$ cat src/rtl/signed_display_if.sv
// Handshake and display bus between a value producer and signed_display_ctrl.
interface signed_display_if;
  logic       in_valid;
  logic [5:0] in_value;
  logic       in_ready;
  logic       busy;
  logic       done;
  logic       disp_neg;
  logic [3:0] disp_tens;
  logic [3:0] disp_ones;
  logic [2:0] seg_an;
  logic [3:0] seg_code;

  // Producer side: offers values and observes status/display.
  modport master (
    output in_valid, in_value,
    input  in_ready, busy, done, disp_neg, disp_tens, disp_ones, seg_an, seg_code
  );

  // Controller side.
  modport slave (
    input  in_valid, in_value,
    output in_ready, busy, done, disp_neg, disp_tens, disp_ones, seg_an, seg_code
  );
endinterface

$ cat src/rtl/signed_display_ctrl.sv
// Signed 6-bit value to sign/tens/ones converter with a multiplexed 3-digit scan.
module signed_display_ctrl #(
  parameter int unsigned SCAN_DIV = 16
) (
  input  logic            clk,
  input  logic            resetn,
  signed_display_if.slave bus
);

  localparam int unsigned VAL_W = 6;
  localparam int unsigned DIG_W = 4;
  localparam int unsigned AN_W  = 3;
  localparam int unsigned IDX_W = 2;
  localparam int unsigned CNT_W = (SCAN_DIV > 1) ? $clog2(SCAN_DIV) : 1;

  localparam logic [DIG_W-1:0] CODE_MINUS = 4'hA;
  localparam logic [DIG_W-1:0] CODE_BLANK = 4'hF;

  typedef enum logic [1:0] {
    ST_IDLE,
    ST_CONV,
    ST_BCD,
    ST_DONE
  } state_t;

  state_t             state_q;
  logic [VAL_W-1:0]   val_q;
  logic               neg_q;
  logic [VAL_W-1:0]   rem_q;
  logic [DIG_W-1:0]   tens_q;
  logic               in_ready_q;
  logic               busy_q;
  logic               done_q;
  logic               disp_neg_q;
  logic [DIG_W-1:0]   disp_tens_q;
  logic [DIG_W-1:0]   disp_ones_q;

  logic [CNT_W-1:0]   cnt_q;
  logic [IDX_W-1:0]   idx_q;
  logic [IDX_W-1:0]   idx_d;
  logic [AN_W-1:0]    seg_an_q;
  logic [AN_W-1:0]    seg_an_d;
  logic [DIG_W-1:0]   seg_code_q;
  logic [DIG_W-1:0]   seg_code_d;

  logic [VAL_W-1:0]   mag_c;

  // Magnitude of the captured value; -32 wraps to 6'd32 which is the correct magnitude.
  assign mag_c = val_q[VAL_W-1] ? VAL_W'(~val_q + VAL_W'(1)) : val_q;

  // Conversion sequencer: capture, sign split, serial subtract-10, latch display.
  always_ff @(posedge clk) begin
    if (!resetn) begin
      state_q     <= ST_IDLE;
      val_q       <= '0;
      neg_q       <= 1'b0;
      rem_q       <= '0;
      tens_q      <= '0;
      in_ready_q  <= 1'b1;
      busy_q      <= 1'b0;
      done_q      <= 1'b0;
      disp_neg_q  <= 1'b0;
      disp_tens_q <= '0;
      disp_ones_q <= '0;
    end else begin
      done_q <= 1'b0;
      case (state_q)
        ST_IDLE: begin
          if (bus.in_valid) begin
            val_q      <= bus.in_value;
            state_q    <= ST_CONV;
            in_ready_q <= 1'b0;
            busy_q     <= 1'b1;
          end
        end
        ST_CONV: begin
          neg_q   <= val_q[VAL_W-1];
          rem_q   <= mag_c;
          tens_q  <= '0;
          state_q <= ST_BCD;
        end
        ST_BCD: begin
          if (rem_q >= VAL_W'(10)) begin
            rem_q  <= rem_q - VAL_W'(10);
            tens_q <= tens_q + DIG_W'(1);
          end else begin
            disp_neg_q  <= neg_q;
            disp_tens_q <= tens_q;
            disp_ones_q <= rem_q[DIG_W-1:0];
            done_q      <= 1'b1;
            state_q     <= ST_DONE;
          end
        end
        ST_DONE: begin
          state_q    <= ST_IDLE;
          in_ready_q <= 1'b1;
          busy_q     <= 1'b0;
        end
        default: begin
          state_q    <= ST_IDLE;
          in_ready_q <= 1'b1;
          busy_q     <= 1'b0;
        end
      endcase
    end
  end

  // Next digit to show and its anode/code, selected from the latched display registers.
  always_comb begin
    idx_d      = (idx_q == IDX_W'(2)) ? IDX_W'(0) : idx_q + IDX_W'(1);
    seg_an_d   = 3'b110;
    seg_code_d = disp_ones_q;
    case (idx_d)
      IDX_W'(0): begin
        seg_an_d   = 3'b110;
        seg_code_d = disp_ones_q;
      end
      IDX_W'(1): begin
        seg_an_d   = 3'b101;
        seg_code_d = (disp_tens_q == '0) ? CODE_BLANK : disp_tens_q;
      end
      IDX_W'(2): begin
        seg_an_d   = 3'b011;
        seg_code_d = disp_neg_q ? CODE_MINUS : CODE_BLANK;
      end
      default: begin
        seg_an_d   = 3'b110;
        seg_code_d = disp_ones_q;
      end
    endcase
  end

  // Free-running scan divider; anode and code advance together on wrap.
  always_ff @(posedge clk) begin
    if (!resetn) begin
      cnt_q      <= '0;
      idx_q      <= '0;
      seg_an_q   <= 3'b110;
      seg_code_q <= '0;
    end else if (cnt_q == CNT_W'(SCAN_DIV - 1)) begin
      cnt_q      <= '0;
      idx_q      <= idx_d;
      seg_an_q   <= seg_an_d;
      seg_code_q <= seg_code_d;
    end else begin
      cnt_q <= cnt_q + CNT_W'(1);
    end
  end

  assign bus.in_ready  = in_ready_q;
  assign bus.busy      = busy_q;
  assign bus.done      = done_q;
  assign bus.disp_neg  = disp_neg_q;
  assign bus.disp_tens = disp_tens_q;
  assign bus.disp_ones = disp_ones_q;
  assign bus.seg_an    = seg_an_q;
  assign bus.seg_code  = seg_code_q;

endmodule
$ cat src/flat_wrapper.sv
// flat-port wrapper written by rule: the top's interface ports become plain ports
module signed_display_ctrl_flat 
#(
  parameter int unsigned SCAN_DIV = 16
)
  (clk, resetn, bus_in_valid, bus_in_value, bus_in_ready, bus_busy, bus_done, bus_disp_neg, bus_disp_tens, bus_disp_ones, bus_seg_an, bus_seg_code);
  signed_display_if bus_i ();
  input  logic clk;
  input  logic resetn;
  input wire logic [$bits(bus_i.in_valid)-1:0] bus_in_valid;
  input wire logic [$bits(bus_i.in_value)-1:0] bus_in_value;
  output wire logic [$bits(bus_i.in_ready)-1:0] bus_in_ready;
  output wire logic [$bits(bus_i.busy)-1:0] bus_busy;
  output wire logic [$bits(bus_i.done)-1:0] bus_done;
  output wire logic [$bits(bus_i.disp_neg)-1:0] bus_disp_neg;
  output wire logic [$bits(bus_i.disp_tens)-1:0] bus_disp_tens;
  output wire logic [$bits(bus_i.disp_ones)-1:0] bus_disp_ones;
  output wire logic [$bits(bus_i.seg_an)-1:0] bus_seg_an;
  output wire logic [$bits(bus_i.seg_code)-1:0] bus_seg_code;
  assign bus_i.in_valid = bus_in_valid;
  assign bus_i.in_value = bus_in_value;
  assign bus_in_ready = bus_i.in_ready;
  assign bus_busy = bus_i.busy;
  assign bus_done = bus_i.done;
  assign bus_disp_neg = bus_i.disp_neg;
  assign bus_disp_tens = bus_i.disp_tens;
  assign bus_disp_ones = bus_i.disp_ones;
  assign bus_seg_an = bus_i.seg_an;
  assign bus_seg_code = bus_i.seg_code;
  signed_display_ctrl #(.SCAN_DIV(SCAN_DIV)) u_core (.clk(clk), .resetn(resetn), .bus(bus_i));
endmodule
$ cat config.mk
export PLATFORM = sky130hd
export DESIGN_NAME = signed_display_ctrl_flat
export DESIGN_NICKNAME = d
export VERILOG_FILES = /design/src/rtl/signed_display_if.sv /design/src/rtl/signed_display_ctrl.sv /design/src/flat_wrapper.sv
export SDC_FILE = /design/constraint.sdc
export NUM_CORES = 1
export LEC_CHECK = 0
export ABC_AREA = 1
export ABC_CLOCK_PERIOD_IN_PS = 1500
export BUFFER_PORTS_ARGS = -buffer_cell sky130_fd_sc_hd__buf_4
export CAP_MARGIN = 20
export CORE_ASPECT_RATIO = 1.5
export CORE_UTILIZATION = 35
export CTS_CLUSTER_DIAMETER = 100
export DETAILED_ROUTE_END_ITERATION = 8
export PLACE_DENSITY = 0.59
export SYNTH_ARGS = -nofsm -noshare
export SYNTH_HDL_FRONTEND = slang
export SYNTH_SLANG_ARGS = --single-unit
export TNS_END_PERCENT = 1
$ cat constraint.sdc
create_clock -name clk -period 1.5 [get_ports clk]
set_clock_uncertainty 0.2 [all_clocks]
set_input_delay 0.15 -clock clk [delete_from_list [all_inputs] [get_ports clk]]
set_output_delay 0.15 -clock clk [all_outputs]
set_load 0.02 [all_outputs]
==> impl_metrics.json <==
{
  "clk_latency_ps": 300,
  "cts_max_path_buffers": 2,
  "final_layout_size_suffix_gt1_frac": 0.269,
  "slew_violations": 0,
  "ios": 28,
  "grt_usage": 0.157,
  "async_flop_share": 0,
  "synth_area_leader_cell": "dfxtp_1",
  "post-place-ws_ps": -49.7,
  "hpwl_um": 3240,
  "num-nets-final": 342,
  "leakagePower_nw": 1.22,
  "ys_seq_area_frac": 0.435,
  "synth_top_area_share": 0.435,
  "cp_common_cell": "nand2_1",
  "whs_ps": 45.3,
  "worstSetupStartpointType": "flip-flop",
  "drt-initial-drc-count": 60,
  "yosys-top-cells-area": "dfxtp_1 43%, nand2_1 11%, a21oi_1 6.2%, ha_1 6.2%, o21ai_0 6.2%",
  "synth_nets": 285,
  "ys_types": 29,
  "start_util": 0.366,
  "io_buffers": 27,
  "grt_first_pass_wirelength_um": 7330,
  "grt_max_degree": 15,
  "die_y_um": 95.2,
  "diodes": 0,
  "path_cells": "inv_2 > buf_4 > ha_4 > nand2_4 > inv_6 > nand2_1 > nand2_1 > nor2_2",
  "ir_worst_vdd_mv": 0.914,
  "slowest_delay_ps": 340,
  "outcome": "completed",
  "die_w_um": 64.1,
  "finalPower_mw": 4.48,
  "numClockSinks": 44,
  "worst-path-buf-inv": 3,
  "rows": 33,
  "ys_warn_count": 0,
  "first_pass_iters": 4,
  "core_um2": 5530,
  "fin_ws_ps": 47.2,
  "synth_edf_count": 0,
  "drt-total-wl_um": 4290,
  "crit_family": "flip-flops",
  "rsz0062_at_grt": "true",
  "synth_ff_type": "dfxtp_1",
  "wl_per_cell_um": 10.9,
  "slowest_stage": "dfxtp_2",
  "routed_via_density": 4.63,
  "max_freq_mhz": 688,
  "drc": 0,
  "cts.reportedPaths.clkPinSlew_ps": 80,
  "avgSynthCellArea_um2": 7.62,
  "cts_tree": "done",
  "syn_inst": 266,
  "vias": 1823,
  "grt_pass1_vias": 1741,
  "hp-class": "input pin to flip-flop",
  "setup_viol": 0,
  "hold_viol_final": 0,
  "critPathKind": "flip-flop to flip-flop",
  "antenna_found_initial": 0,
  "antenna_left": 0,
  "synth-seq-cells": 44,
  "cts_buffers": 5,
  "maxSlewHeadroom": 0.782,
  "yosysMostFrequentCell": "nand2_1",
  "yosys-top-cells-count": "57 x nand2_1, 44 x dfxtp_1, 28 x inv_1",
  "fin_crit_sh": 0.969,
  "finalSetupTns_ps": 0,
  "maxCapViolations": 0,
  "syn_to_final_growth_pct": 33.0,
  "finalWeightedCongestion": 0.822,
  "worst_slew_pin_slew_ps": 326,
  "worstPathArrival_ps": 1450,
  "required_ps": 1500,
  "min_period_ps": 1450,
  "h-tree-depth": 2,
  "power_density_nw_per_um2": 1660,
  "dieArea_um2": 6100,
  "cp-end-kind": "flip-flop",
  "root_buffer": "clkbuf_8",
  "cp_max_fo": 8,
  "syn_area_um2": 2030,
  "grt_overflow": 0
}
-- cell type report --
| cell class | instances | area, um2 |
|---|---|---|
| repair buffers | 57 | 449 |
| clock buffers | 6 | 82.6 |
| well taps | 70 | 87.6 |
| clock inverters | 2 | 38.8 |
| fillers | 576 | 2840 |
| inverters | 32 | 125 |
| flip-flops and latches | 44 | 886 |
| multi-input cells | 183 | 1030 |
-- layout by cell type, fill, tap and decap left out, types with 2 or more instances in the layout --
cell            n
nor2_1         24
a21oi_1        25
ha_4            3
a31oi_1         2
xnor2_1         2
nand2_4         3
ha_1            7
xor2_1          3
clkbuf_8        6
inv_1          24
o21ai_0        15
nand3_1        12
nand2_2         4
dlygate4sd3_1   7
o21ai_1        13
dfxtp_2         4
dfxtp_1        40
buf_4          49
a21oi_2         3
nand4_1         4
inv_2           7
nand2_1        55
-- worst register-to-register path, cell delays in order (launching register included) --
cell     delay, ps
dfxtp_2        340
inv_2           50
buf_4          140
ha_4           290
nand2_4         90
inv_6           90
nand2_1         50
nand2_1         70
nor2_2          30
-- power breakdown --
part	internal (mW)	switching (mW)	leakage, nW
Combinational	0.854	1.11	0.794
Sequential	1.39	0.165	0.360
Clock	0.545	0.417	0.0614
-- per-stage QoR --
step | cells | area [um2] | util
global route | 394 | 2700 | 0.487
CTS | 393 | 2650 | 0.478
finish | 394 | 2700 | 0.487
detailed placement | 378 | 2440 | 0.441
floorplan | 266 | 2030 | -
global placement | 378 | 2440 | 0.441
-- timing repair --
| item | 4_1_cts | 5_1_grt |
|---|---|---|
| setup buffers | 0 | 1 |
| endpoints found under the setup margin | 12 | 23 |
| hold endpoints to repair | 15 | 0 |
| pin swaps | 0 | 1 |
| hold buffers | 7 | 0 |
| resized for setup | 2 | 24 |
-- metal layers --
layer  vias up  GRT usage  wire length, um
met5         -          0                0
met4         0     0.0704              102
met3         8     0.0407              162
met2        36      0.297             2190
met1       797      0.159             1840
li1        982          -                -
-- logic make-up after synthesis --
group,share of synthesized area
XOR/XNOR,0.0216
adder cells (fa/ha/maj),0.0618
buffers and inverters,0.0821
flip-flops,0.435
AND/OR/NAND/NOR,0.233
AO/OA/AOI/OAI,0.166
-- worst paths after layout --
path                                     startpoint                                end  slack [ps]  cells past startpoint
setup / recovery     u_core.state_q[0]$_SDFFE_PN0P_       u_core.rem_q[2]$_SDFFE_PN0P_          50                      8
hold / removal                         bus_in_valid       u_core.val_q[2]$_SDFFE_PN0P_          50                      5
setup reg to reg     u_core.state_q[0]$_SDFFE_PN0P_       u_core.rem_q[2]$_SDFFE_PN0P_          50                      8
hold reg to reg   u_core.bus.seg_an[1]$_SDFFE_PN1P_  u_core.bus.seg_an[1]$_SDFFE_PN1P_         260                      2
-- registers in the layout, indices dropped and copies added, names as in the netlist, 3 cells and up --
| signal | count |
|---|---|
| u_core.bus.disp_ones | 4 |
| u_core.bus.disp_tens | 4 |
| u_core.cnt_q | 4 |
| u_core.rem_q | 6 |
| u_core.bus.seg_code | 4 |
| u_core.tens_q | 4 |
| u_core.val_q | 6 |
| u_core.bus.seg_an | 3 |
Note: power is estimated with default switching activity, not from simulation.
